### config.mk
export PLATFORM = sky130hd
export DESIGN_NAME = odd_pipe_flat
export DESIGN_NICKNAME = d
export VERILOG_FILES = /design/src/rtl/odd_pipe_if.sv /design/src/rtl/odd_pipe.sv /design/src/flat_wrapper.sv
export SDC_FILE = /design/constraint.sdc
export NUM_CORES = 2
export LEC_CHECK = 0
export BUFFER_PORTS_ARGS = -buffer_cell sky130_fd_sc_hd__buf_2
export CORE_MARGIN = 4
export CORE_UTILIZATION = 30
export DETAILED_ROUTE_END_ITERATION = 7
export PLACE_DENSITY = 0.54
export REMOVE_ABC_BUFFERS = 1
export SETUP_SLACK_MARGIN = 0.5
export SYNTH_ARGS = -nofsm -noshare
export SYNTH_HDL_FRONTEND = slang
export SYNTH_SLANG_ARGS = --single-unit
export TNS_END_PERCENT = 1
### constraint.sdc
create_clock -name clock -period 2.2 [get_ports clock]
set_input_delay 0.44 -clock clock [delete_from_list [all_inputs] [get_ports clock]]
set_output_delay 0.44 -clock clock [all_outputs]
set_load 0.02 [all_outputs]
### src/rtl/odd_pipe_if.sv
// Shared opcode package and the operand/result bundle of the odd execution pipe.
//
// descriptions::opcode : decoded instruction classes the odd pipe understands.
// odd_pipe_if          : issue-side operands, local-store port and writeback port.
//   slave  modport : used by odd_pipe (operands/LS data in, results/LS requests out)
//   master modport : used by the issue stage / local store / testbench

package descriptions;

  typedef enum logic [4:0] {
    NOP                                   = 5'd0,
    SHIFT_LEFT_QUADWORD_BY_BITS           = 5'd1,
    SHIFT_LEFT_QUADWORD_BY_BITS_IMMEDIATE = 5'd2,
    SHIFT_LEFT_QUADWORD_BY_BYTES          = 5'd3,
    SHIFT_LEFT_QUADWORD_BY_BYTES_IMMEDIATE= 5'd4,
    ROTATE_QUADWORD_BY_BYTES              = 5'd5,
    ROTATE_QUADWORD_BY_BYTES_IMMEDIATE    = 5'd6,
    LOAD_QUADWORD_D_FORM                  = 5'd7,
    LOAD_QUADWORD_A_FORM                  = 5'd8,
    STORE_QUADWORD_D_FORM                 = 5'd9,
    STORE_QUADWORD_A_FORM                 = 5'd10,
    BRANCH_RELATIVE                       = 5'd11,
    BRANCH_ABSOLUTE                       = 5'd12,
    BRANCH_IF_ZERO_WORD                   = 5'd13,
    ADD_WORD                              = 5'd14
  } opcode;

endpackage

interface odd_pipe_if;
  import descriptions::*;

  opcode        op_input_op_code;
  logic [6:0]   I7_input;
  logic [9:0]   I10_input;
  logic [15:0]  I16_input;
  logic [17:0]  I18_input;
  logic [127:0] ra_input;
  logic [127:0] rb_input;
  logic [127:0] rc_input;
  logic [6:0]   rt_address_input;
  logic [31:0]  PC_input;
  logic [31:0]  PC_output;
  logic         branch_taken;
  logic [14:0]  LS_address_output;
  logic [127:0] LS_data_input;
  logic [127:0] LS_data_output;
  logic         LS_wr_en;
  logic [127:0] rt_value_output;
  logic [6:0]   rt_address_output;
  logic         wrt_en_output;

  modport slave (
    input  op_input_op_code, I7_input, I10_input, I16_input, I18_input,
           ra_input, rb_input, rc_input, rt_address_input, PC_input, LS_data_input,
    output PC_output, branch_taken, LS_address_output, LS_data_output, LS_wr_en,
           rt_value_output, rt_address_output, wrt_en_output
  );

  modport master (
    output op_input_op_code, I7_input, I10_input, I16_input, I18_input,
           ra_input, rb_input, rc_input, rt_address_input, PC_input, LS_data_input,
    input  PC_output, branch_taken, LS_address_output, LS_data_output, LS_wr_en,
           rt_value_output, rt_address_output, wrt_en_output
  );

endinterface

### src/rtl/odd_pipe.sv
// Odd execution pipe: quadword shift/rotate, local-store load/store and branch unit.
//
// Ports:
//   clock : rising-edge clock
//   reset : asynchronous active-low reset, clears every register and output
//   bus   : odd_pipe_if.slave -- operands in, next PC / LS request / RF writeback out
//
// Operand bit 0 is the MSB, so the preferred slot (bits 0:31) is [127:96] here.
// Stage 1 computes the result; stages 2..LATENCY only carry {value, rt addr, wr en}.
// Load data arrives two cycles after issue and is merged into stage 3, so loads
// and permute ops share the same writeback latency. LATENCY must be at least 3.

module odd_pipe
  import descriptions::*;
#(
  parameter int unsigned LATENCY = 4
) (
  input  logic      clock,
  input  logic      reset,
  odd_pipe_if.slave bus
);

  localparam int unsigned LOAD_STAGE = 3;

  // Left shift by whole bytes; counts of 16 or more clear the quadword.
  function automatic logic [127:0] shl_bytes(input logic [127:0] x, input logic [4:0] n);
    logic [127:0] r;
    if (n[4]) begin
      r = 128'd0;
    end else begin
      r = x << {n[3:0], 3'b000};
    end
    return r;
  endfunction

  // Left rotate by whole bytes: upper half of the doubled operand after the shift.
  function automatic logic [127:0] rotl_bytes(input logic [127:0] x, input logic [3:0] n);
    logic [255:0] t;
    t = {x, x} << {n, 3'b000};
    return t[255:128];
  endfunction

  // Local-store addresses are quadword aligned: low four bits forced to zero.
  function automatic logic [14:0] ls_align(input logic [10:0] a);
    return {a, 4'b0000};
  endfunction

  logic [31:0]  d_addr_s;
  logic [31:0]  word_off_s;
  logic [31:0]  pc_plus4_s;
  logic [127:0] s1_val_s;
  logic [6:0]   s1_addr_s;
  logic         s1_we_s;
  logic         s1_load_s;
  logic [31:0]  pc_next_s;
  logic         taken_s;
  logic [14:0]  ls_addr_s;
  logic [127:0] ls_data_s;
  logic         ls_we_s;
  logic         unused_s;

  logic [127:0] val_r  [1:LATENCY];
  logic [6:0]   addr_r [1:LATENCY];
  logic         we_r   [1:LATENCY];
  logic         load1_r;
  logic         load2_r;
  logic [31:0]  pc_r;
  logic         taken_r;
  logic [14:0]  ls_addr_r;
  logic [127:0] ls_data_r;
  logic         ls_we_r;

  // D-form address: preferred slot of ra plus quadword displacement.
  assign d_addr_s   = bus.ra_input[127:96] + {{18{bus.I10_input[9]}}, bus.I10_input, 4'b0000};
  // Word-scaled I16: A-form address and branch offset/target share this term.
  assign word_off_s = {{14{bus.I16_input[15]}}, bus.I16_input, 2'b00};
  assign pc_plus4_s = bus.PC_input + 32'd4;

  // Bits that the odd pipe deliberately never looks at.
  assign unused_s = ^{bus.I18_input, bus.rb_input[127:101], bus.rb_input[95:0],
                      d_addr_s[31:15], d_addr_s[3:0]};

  // Stage-1 decode and compute for every op class.
  always_comb begin
    s1_val_s  = 128'd0;
    s1_addr_s = 7'd0;
    s1_we_s   = 1'b0;
    s1_load_s = 1'b0;
    pc_next_s = pc_plus4_s;
    taken_s   = 1'b0;
    ls_addr_s = 15'd0;
    ls_data_s = 128'd0;
    ls_we_s   = 1'b0;
    case (bus.op_input_op_code)
      SHIFT_LEFT_QUADWORD_BY_BITS: begin
        s1_val_s  = bus.ra_input << bus.rb_input[98:96];
        s1_addr_s = bus.rt_address_input;
        s1_we_s   = 1'b1;
      end
      SHIFT_LEFT_QUADWORD_BY_BITS_IMMEDIATE: begin
        s1_val_s  = bus.ra_input << bus.I7_input[2:0];
        s1_addr_s = bus.rt_address_input;
        s1_we_s   = 1'b1;
      end
      SHIFT_LEFT_QUADWORD_BY_BYTES: begin
        s1_val_s  = shl_bytes(bus.ra_input, bus.rb_input[100:96]);
        s1_addr_s = bus.rt_address_input;
        s1_we_s   = 1'b1;
      end
      SHIFT_LEFT_QUADWORD_BY_BYTES_IMMEDIATE: begin
        s1_val_s  = shl_bytes(bus.ra_input, bus.I7_input[4:0]);
        s1_addr_s = bus.rt_address_input;
        s1_we_s   = 1'b1;
      end
      ROTATE_QUADWORD_BY_BYTES: begin
        s1_val_s  = rotl_bytes(bus.ra_input, bus.rb_input[99:96]);
        s1_addr_s = bus.rt_address_input;
        s1_we_s   = 1'b1;
      end
      ROTATE_QUADWORD_BY_BYTES_IMMEDIATE: begin
        s1_val_s  = rotl_bytes(bus.ra_input, bus.I7_input[3:0]);
        s1_addr_s = bus.rt_address_input;
        s1_we_s   = 1'b1;
      end
      LOAD_QUADWORD_D_FORM: begin
        s1_addr_s = bus.rt_address_input;
        s1_we_s   = 1'b1;
        s1_load_s = 1'b1;
        ls_addr_s = ls_align(d_addr_s[14:4]);
      end
      LOAD_QUADWORD_A_FORM: begin
        s1_addr_s = bus.rt_address_input;
        s1_we_s   = 1'b1;
        s1_load_s = 1'b1;
        ls_addr_s = ls_align(word_off_s[14:4]);
      end
      STORE_QUADWORD_D_FORM: begin
        ls_addr_s = ls_align(d_addr_s[14:4]);
        ls_data_s = bus.rc_input;
        ls_we_s   = 1'b1;
      end
      STORE_QUADWORD_A_FORM: begin
        ls_addr_s = ls_align(word_off_s[14:4]);
        ls_data_s = bus.rc_input;
        ls_we_s   = 1'b1;
      end
      BRANCH_RELATIVE: begin
        pc_next_s = bus.PC_input + word_off_s;
        taken_s   = 1'b1;
      end
      BRANCH_ABSOLUTE: begin
        pc_next_s = word_off_s;
        taken_s   = 1'b1;
      end
      BRANCH_IF_ZERO_WORD: begin
        if (bus.rc_input[127:96] == 32'd0) begin
          pc_next_s = bus.PC_input + word_off_s;
          taken_s   = 1'b1;
        end else begin
          pc_next_s = pc_plus4_s;
          taken_s   = 1'b0;
        end
      end
      default: begin
        s1_val_s = 128'd0;
      end
    endcase
  end

  // Result pipeline; for loads the local-store data becomes the value entering stage 3.
  always_ff @(posedge clock or negedge reset) begin
    if (!reset) begin
      for (int unsigned i = 1; i <= LATENCY; i++) begin
        val_r[i]  <= 128'd0;
        addr_r[i] <= 7'd0;
        we_r[i]   <= 1'b0;
      end
      load1_r <= 1'b0;
      load2_r <= 1'b0;
    end else begin
      val_r[1]  <= s1_val_s;
      addr_r[1] <= s1_addr_s;
      we_r[1]   <= s1_we_s;
      load1_r   <= s1_load_s;
      load2_r   <= load1_r;
      for (int unsigned i = 2; i <= LATENCY; i++) begin
        if ((i == LOAD_STAGE) && load2_r) begin
          val_r[i] <= bus.LS_data_input;
        end else begin
          val_r[i] <= val_r[i-1];
        end
        addr_r[i] <= addr_r[i-1];
        we_r[i]   <= we_r[i-1];
      end
    end
  end

  // Next-PC and local-store request registers, one cycle after issue.
  always_ff @(posedge clock or negedge reset) begin
    if (!reset) begin
      pc_r      <= 32'd0;
      taken_r   <= 1'b0;
      ls_addr_r <= 15'd0;
      ls_data_r <= 128'd0;
      ls_we_r   <= 1'b0;
    end else begin
      pc_r      <= pc_next_s;
      taken_r   <= taken_s;
      ls_addr_r <= ls_addr_s;
      ls_data_r <= ls_data_s;
      ls_we_r   <= ls_we_s;
    end
  end

  assign bus.PC_output         = pc_r;
  assign bus.branch_taken      = taken_r;
  assign bus.LS_address_output = ls_addr_r;
  assign bus.LS_data_output    = ls_data_r;
  assign bus.LS_wr_en          = ls_we_r;
  assign bus.rt_value_output   = val_r[LATENCY];
  assign bus.rt_address_output = addr_r[LATENCY];
  assign bus.wrt_en_output     = we_r[LATENCY];

endmodule

### src/flat_wrapper.sv
// flat-port wrapper written by rule: the top's interface ports become plain ports
module odd_pipe_flat import descriptions::*;
#(
  parameter int unsigned LATENCY = 4
)
  (clock, reset, bus_op_input_op_code, bus_I7_input, bus_I10_input, bus_I16_input, bus_I18_input, bus_ra_input, bus_rb_input, bus_rc_input, bus_rt_address_input, bus_PC_input, bus_LS_data_input, bus_PC_output, bus_branch_taken, bus_LS_address_output, bus_LS_data_output, bus_LS_wr_en, bus_rt_value_output, bus_rt_address_output, bus_wrt_en_output);
  odd_pipe_if bus_i ();
  input  logic clock;
  input  logic reset;
  input wire logic [$bits(bus_i.op_input_op_code)-1:0] bus_op_input_op_code;
  input wire logic [$bits(bus_i.I7_input)-1:0] bus_I7_input;
  input wire logic [$bits(bus_i.I10_input)-1:0] bus_I10_input;
  input wire logic [$bits(bus_i.I16_input)-1:0] bus_I16_input;
  input wire logic [$bits(bus_i.I18_input)-1:0] bus_I18_input;
  input wire logic [$bits(bus_i.ra_input)-1:0] bus_ra_input;
  input wire logic [$bits(bus_i.rb_input)-1:0] bus_rb_input;
  input wire logic [$bits(bus_i.rc_input)-1:0] bus_rc_input;
  input wire logic [$bits(bus_i.rt_address_input)-1:0] bus_rt_address_input;
  input wire logic [$bits(bus_i.PC_input)-1:0] bus_PC_input;
  input wire logic [$bits(bus_i.LS_data_input)-1:0] bus_LS_data_input;
  output wire logic [$bits(bus_i.PC_output)-1:0] bus_PC_output;
  output wire logic [$bits(bus_i.branch_taken)-1:0] bus_branch_taken;
  output wire logic [$bits(bus_i.LS_address_output)-1:0] bus_LS_address_output;
  output wire logic [$bits(bus_i.LS_data_output)-1:0] bus_LS_data_output;
  output wire logic [$bits(bus_i.LS_wr_en)-1:0] bus_LS_wr_en;
  output wire logic [$bits(bus_i.rt_value_output)-1:0] bus_rt_value_output;
  output wire logic [$bits(bus_i.rt_address_output)-1:0] bus_rt_address_output;
  output wire logic [$bits(bus_i.wrt_en_output)-1:0] bus_wrt_en_output;
  assign bus_i.op_input_op_code = bus_op_input_op_code;
  assign bus_i.I7_input = bus_I7_input;
  assign bus_i.I10_input = bus_I10_input;
  assign bus_i.I16_input = bus_I16_input;
  assign bus_i.I18_input = bus_I18_input;
  assign bus_i.ra_input = bus_ra_input;
  assign bus_i.rb_input = bus_rb_input;
  assign bus_i.rc_input = bus_rc_input;
  assign bus_i.rt_address_input = bus_rt_address_input;
  assign bus_i.PC_input = bus_PC_input;
  assign bus_i.LS_data_input = bus_LS_data_input;
  assign bus_PC_output = bus_i.PC_output;
  assign bus_branch_taken = bus_i.branch_taken;
  assign bus_LS_address_output = bus_i.LS_address_output;
  assign bus_LS_data_output = bus_i.LS_data_output;
  assign bus_LS_wr_en = bus_i.LS_wr_en;
  assign bus_rt_value_output = bus_i.rt_value_output;
  assign bus_rt_address_output = bus_i.rt_address_output;
  assign bus_wrt_en_output = bus_i.wrt_en_output;
  odd_pipe #(.LATENCY(LATENCY)) u_core (.clock(clock), .reset(reset), .bus(bus_i));
endmodule
==> results.yml <==
routing:
  antenna_left: 0
  wl_mm: 289
  route.vias.total: 47861
  initialDrtViolationCount: 5260
  wl_per_cell_um: 33.5
  drc: 0
  dr.pass1.iters: 7
  viasPerCell: 5.55
critical_path:
  path_cells: "buf_8 -> buf_8 -> nor4_4 -> buf_12 -> mux2i_4 -> buf_6 -> buf_6 -> mux2i_2 -> mux2i_4 -> a222oi_1 -> buf_4 -> nand3_2 -> buf_6"
  cp_data_arrival_time_ns: 3.41
  cp_common_cell: "buf_6"
  critPathTopFamily: "buffers and inverters"
  crit_fanout: 5
  critPathBufInv: 7
  cp-end-kind: "flop"
  start_kind: "input pin"
  slowest_delay_ns: 0.75
  rr_worst_depth: 2
  cp_data_required_time_ns: 2.82
  crit_type: "in2reg"
  cpMaxStageDelayCell: "a222oi_1"
  cp.depth: 13
worst_hold_path:
  hp-class: "in2reg"
  min_path_cells: 2
yosys:
  yosys.area.top_type: "dfrtp_1"
  synthAdderAreaFrac_pct: 1.20
  synth.distinct_cells: 83
  muxShareOfSynthArea_pct: 25.8
  synthTopCellsByArea: "dfrtp_1 (40%), mux2i_1 (17%), mux2_2 (6.1%)"
  netlist_area_um2: 45000
  avgSynthCellArea_um2: 10.1
  synth_cells: 4443
  yosysSeqAreaShare_pct: 40.0
  synth_edf_count: 0
  ys.warnings.count: 0
  synth-compound-area-share_pct: 14.6
  synth-xor-area-share_pct: 1.21
  synthFlopType: "dfrtp_1"
  ys_seq_elements: 719
  synth_top_area_share_pct: 40.0
  synthSimpleGateAreaFrac_pct: 10.3
  synth_top_family_by_area: "multiplexers"
  synthArstFlopShare_pct: 100
placed_design:
  place_ws_ns: -1.75
  hpwl_mm: 229
  gp_congestion: 1.06
  port-buffer-count: 774
  post_dp_cell_area_um2: 61400
  dp.cells: 8147
timing:
  fmax_mhz: 359
  relSlewSlack_pct: 24.7
  setup_viol: 128
  setup_slack_ns: -0.584
  timing_max_transition_violations_final: 0
  rsz0062_at_grt: "true"
  period_minus_slack_ns: 2.78
  worst_slew_pin_slew_ns: 1.12
  totalNegativeSetupSlack_ns: -34.43
  finClkSkew_ns: 0.0484
  period_share_pct: 127
  hold_viol_final: 0
global_route:
  grt_pass1_vias: 47802
  grtUsageTotal_pct: 35.4
  grt-ovfl-total: 0
  met3_usage_pct: 8.43
  grt_pass1_wl_mm: 390
  grt_max_degree: 91
  use_met1_pct: 47.9
  antenna_found_initial: 27
  grt-busiest-layer: "met2"
  use_met2_pct: 54.1
die:
  die_width_um: 395
  rows: 141
  start_util_pct: 30.3
  pin_count: 922
  die_y_um: 395
  core-area_um2: 148000
  die_area_um2: 156000
outcome:
  failed_checks: "setup timing"
  outcome: "finished, violations left"
pwr:
  ir_worst_vdd_mv: 0.612
  powerDensity_nw_per_um2: 584
  finalPower_uw: 42200
  leakage_uw: 0.0353
clock_network:
  cts_root_buffer: "clkbuf_16"
  cts.sinks: 719
  clock_latency_ns: 0.75
  cts_tree: "done"
  cts_buffer_depth: 3
  htree_levels: 3
  numCtsBuffers: 82
  clkSlewWorstSetupHoldPaths_ns: 0.07
finish:
  final_area_um2: 72400
  final_cells: 8618
  areaGrowthSynthToFinish_pct: 60.8
  ff_latch_area_um2: 18000
  n_fill_cell: 13504
  drive_gt1_share_pct: 47.2
  multi_input_area_um2: 26400
  final_nets: 7177
flow_run:
  maxCapViolations: 0
==> repair_timing <==
item | in CTS | in global routing
cloned | 3 | 2
setup buffers | 20 | 13
pin swaps | 117 | 94
endpoints found under the hold margin | 294 | 1
hold buffers | 258 | 1
gates resized for setup | 741 | 514
setup endpoints to repair | 463 | 472
==> where the power goes <==
group / switching (µW) / internal (µW)
logic: 7070 / 5960
registers: 331 / 13900
clock network: 6210 / 8740
==> per-stage QoR <==
| step | util (%) | hold WS (ns) |
|---|---|---|
| floorplan | - | 0.144 |
| global placement | 41.4 | 0.332 |
| detailed placement | 41.4 | 0.335 |
| CTS | 47.3 | 0.000429 |
| global route | 48.7 | 0.0197 |
| finish | 48.8 | 0.0417 |
==> Yosys cell counts (all sizes together) (78+ instances only) <==
master	number
a21oi	163
a221o	84
and2	156
buf	329
clkbuf	255
dfrtp	719
mux2	243
mux2i	772
nand2	529
nor2	164
o21ai	171
o221ai	92
o22ai	78
==> registers in the layout, summed over array words and instances, names as in the netlist <==
register                      flops
u_core.load1_r                    1
u_core.bus.branch_taken           1
u_core.bus.LS_data_output       128
u_core.bus.PC_output             32
u_core.bus.rt_value_output      128
u_core.bus.LS_wr_en               1
u_core.load2_r                    1
u_core.addr_r                    21
u_core.we_r                       3
u_core.bus.LS_address_output     11
u_core.val_r                    384
u_core.bus.rt_address_output      7
u_core.bus.wrt_en_output          1
==> routing by layer <==
layer  wire [µm]  vias to the layer above
met2      125000                     2663
li1            -                    20318
met3       26000                      634
met5          36                        -
met1      122000                    24240
met4       16100                        6
==> layout make-up <==
class	instances	area share, %
flip-flops and latches	719	24.9
multi-input cells	3118	36.4
well taps	2002	3.46
clock buffers	107	3.12
clock inverters	45	1.03
inverters	25	0.156
diodes	22	0.0761
repair buffers	2580	30.9
==> kinds of logic (layout without fill, tap and decap cells) <==
| family | count (synthesis) | after routing |
|---|---|---|
| xor gates and xnor gates | 62 | 62 |
| adders and majority gates | 42 | 42 |
| AOI/OAI and AO/OA | 926 | 926 |
| other | 1 | 26 |
| buffers and inverters | 609 | 2757 |
| muxes | 1065 | 1065 |
| DFF | 719 | 719 |
| and+or+nand+nor | 1019 | 1019 |
==> placed cells by master, fill, tap and decap left out, types with 17 or more instances in the layout <==
cell           instances
buf_4               1339
dfrtp_1              716
mux2i_1              661
nand2_1              521
buf_2                445
buf_6                372
dlygate4sd3_1        259
mux2_2               226
nor2_1               152
and2_1               150
a21oi_1              138
buf_12               137
o21ai_0              119
clkbuf_16             84
a221o_1               81
o22ai_1               76
mux2i_2               68
o221ai_1              66
nand3_1               53
mux4_2                50
mux2i_4               43
a222oi_1              35
xnor2_1               32
o21ai_1               31
a211oi_1              29
a31oi_1               28
ha_1                  27
o221ai_2              25
xor2_1                25
nor2b_1               23
o211ai_1              23
a22oi_1               23
diode_2               22
a21oi_2               21
a21o_1                21
a221oi_2              21
inv_1                 17
mux2_4                17
buf_8                 17
==> worst paths after layout <==
check	start	end	slack, ns
max	bus_op_input_op_code[2]	u_core.val_r[391]	-0.58
min	bus_LS_data_input[113]	u_core.val_r[241]	0.04
max reg2reg	u_core.load2_r	u_core.val_r[159]	0.51
min reg2reg	u_core.val_r[452]	u_core.val_r[324]	0.33
max in group asynchronous	reset	u_core.bus.LS_address_output[9]	1.05
min in group asynchronous	reset	u_core.val_r[228]	0.22
No activity file was read; power rests on OpenSTA's default activity.
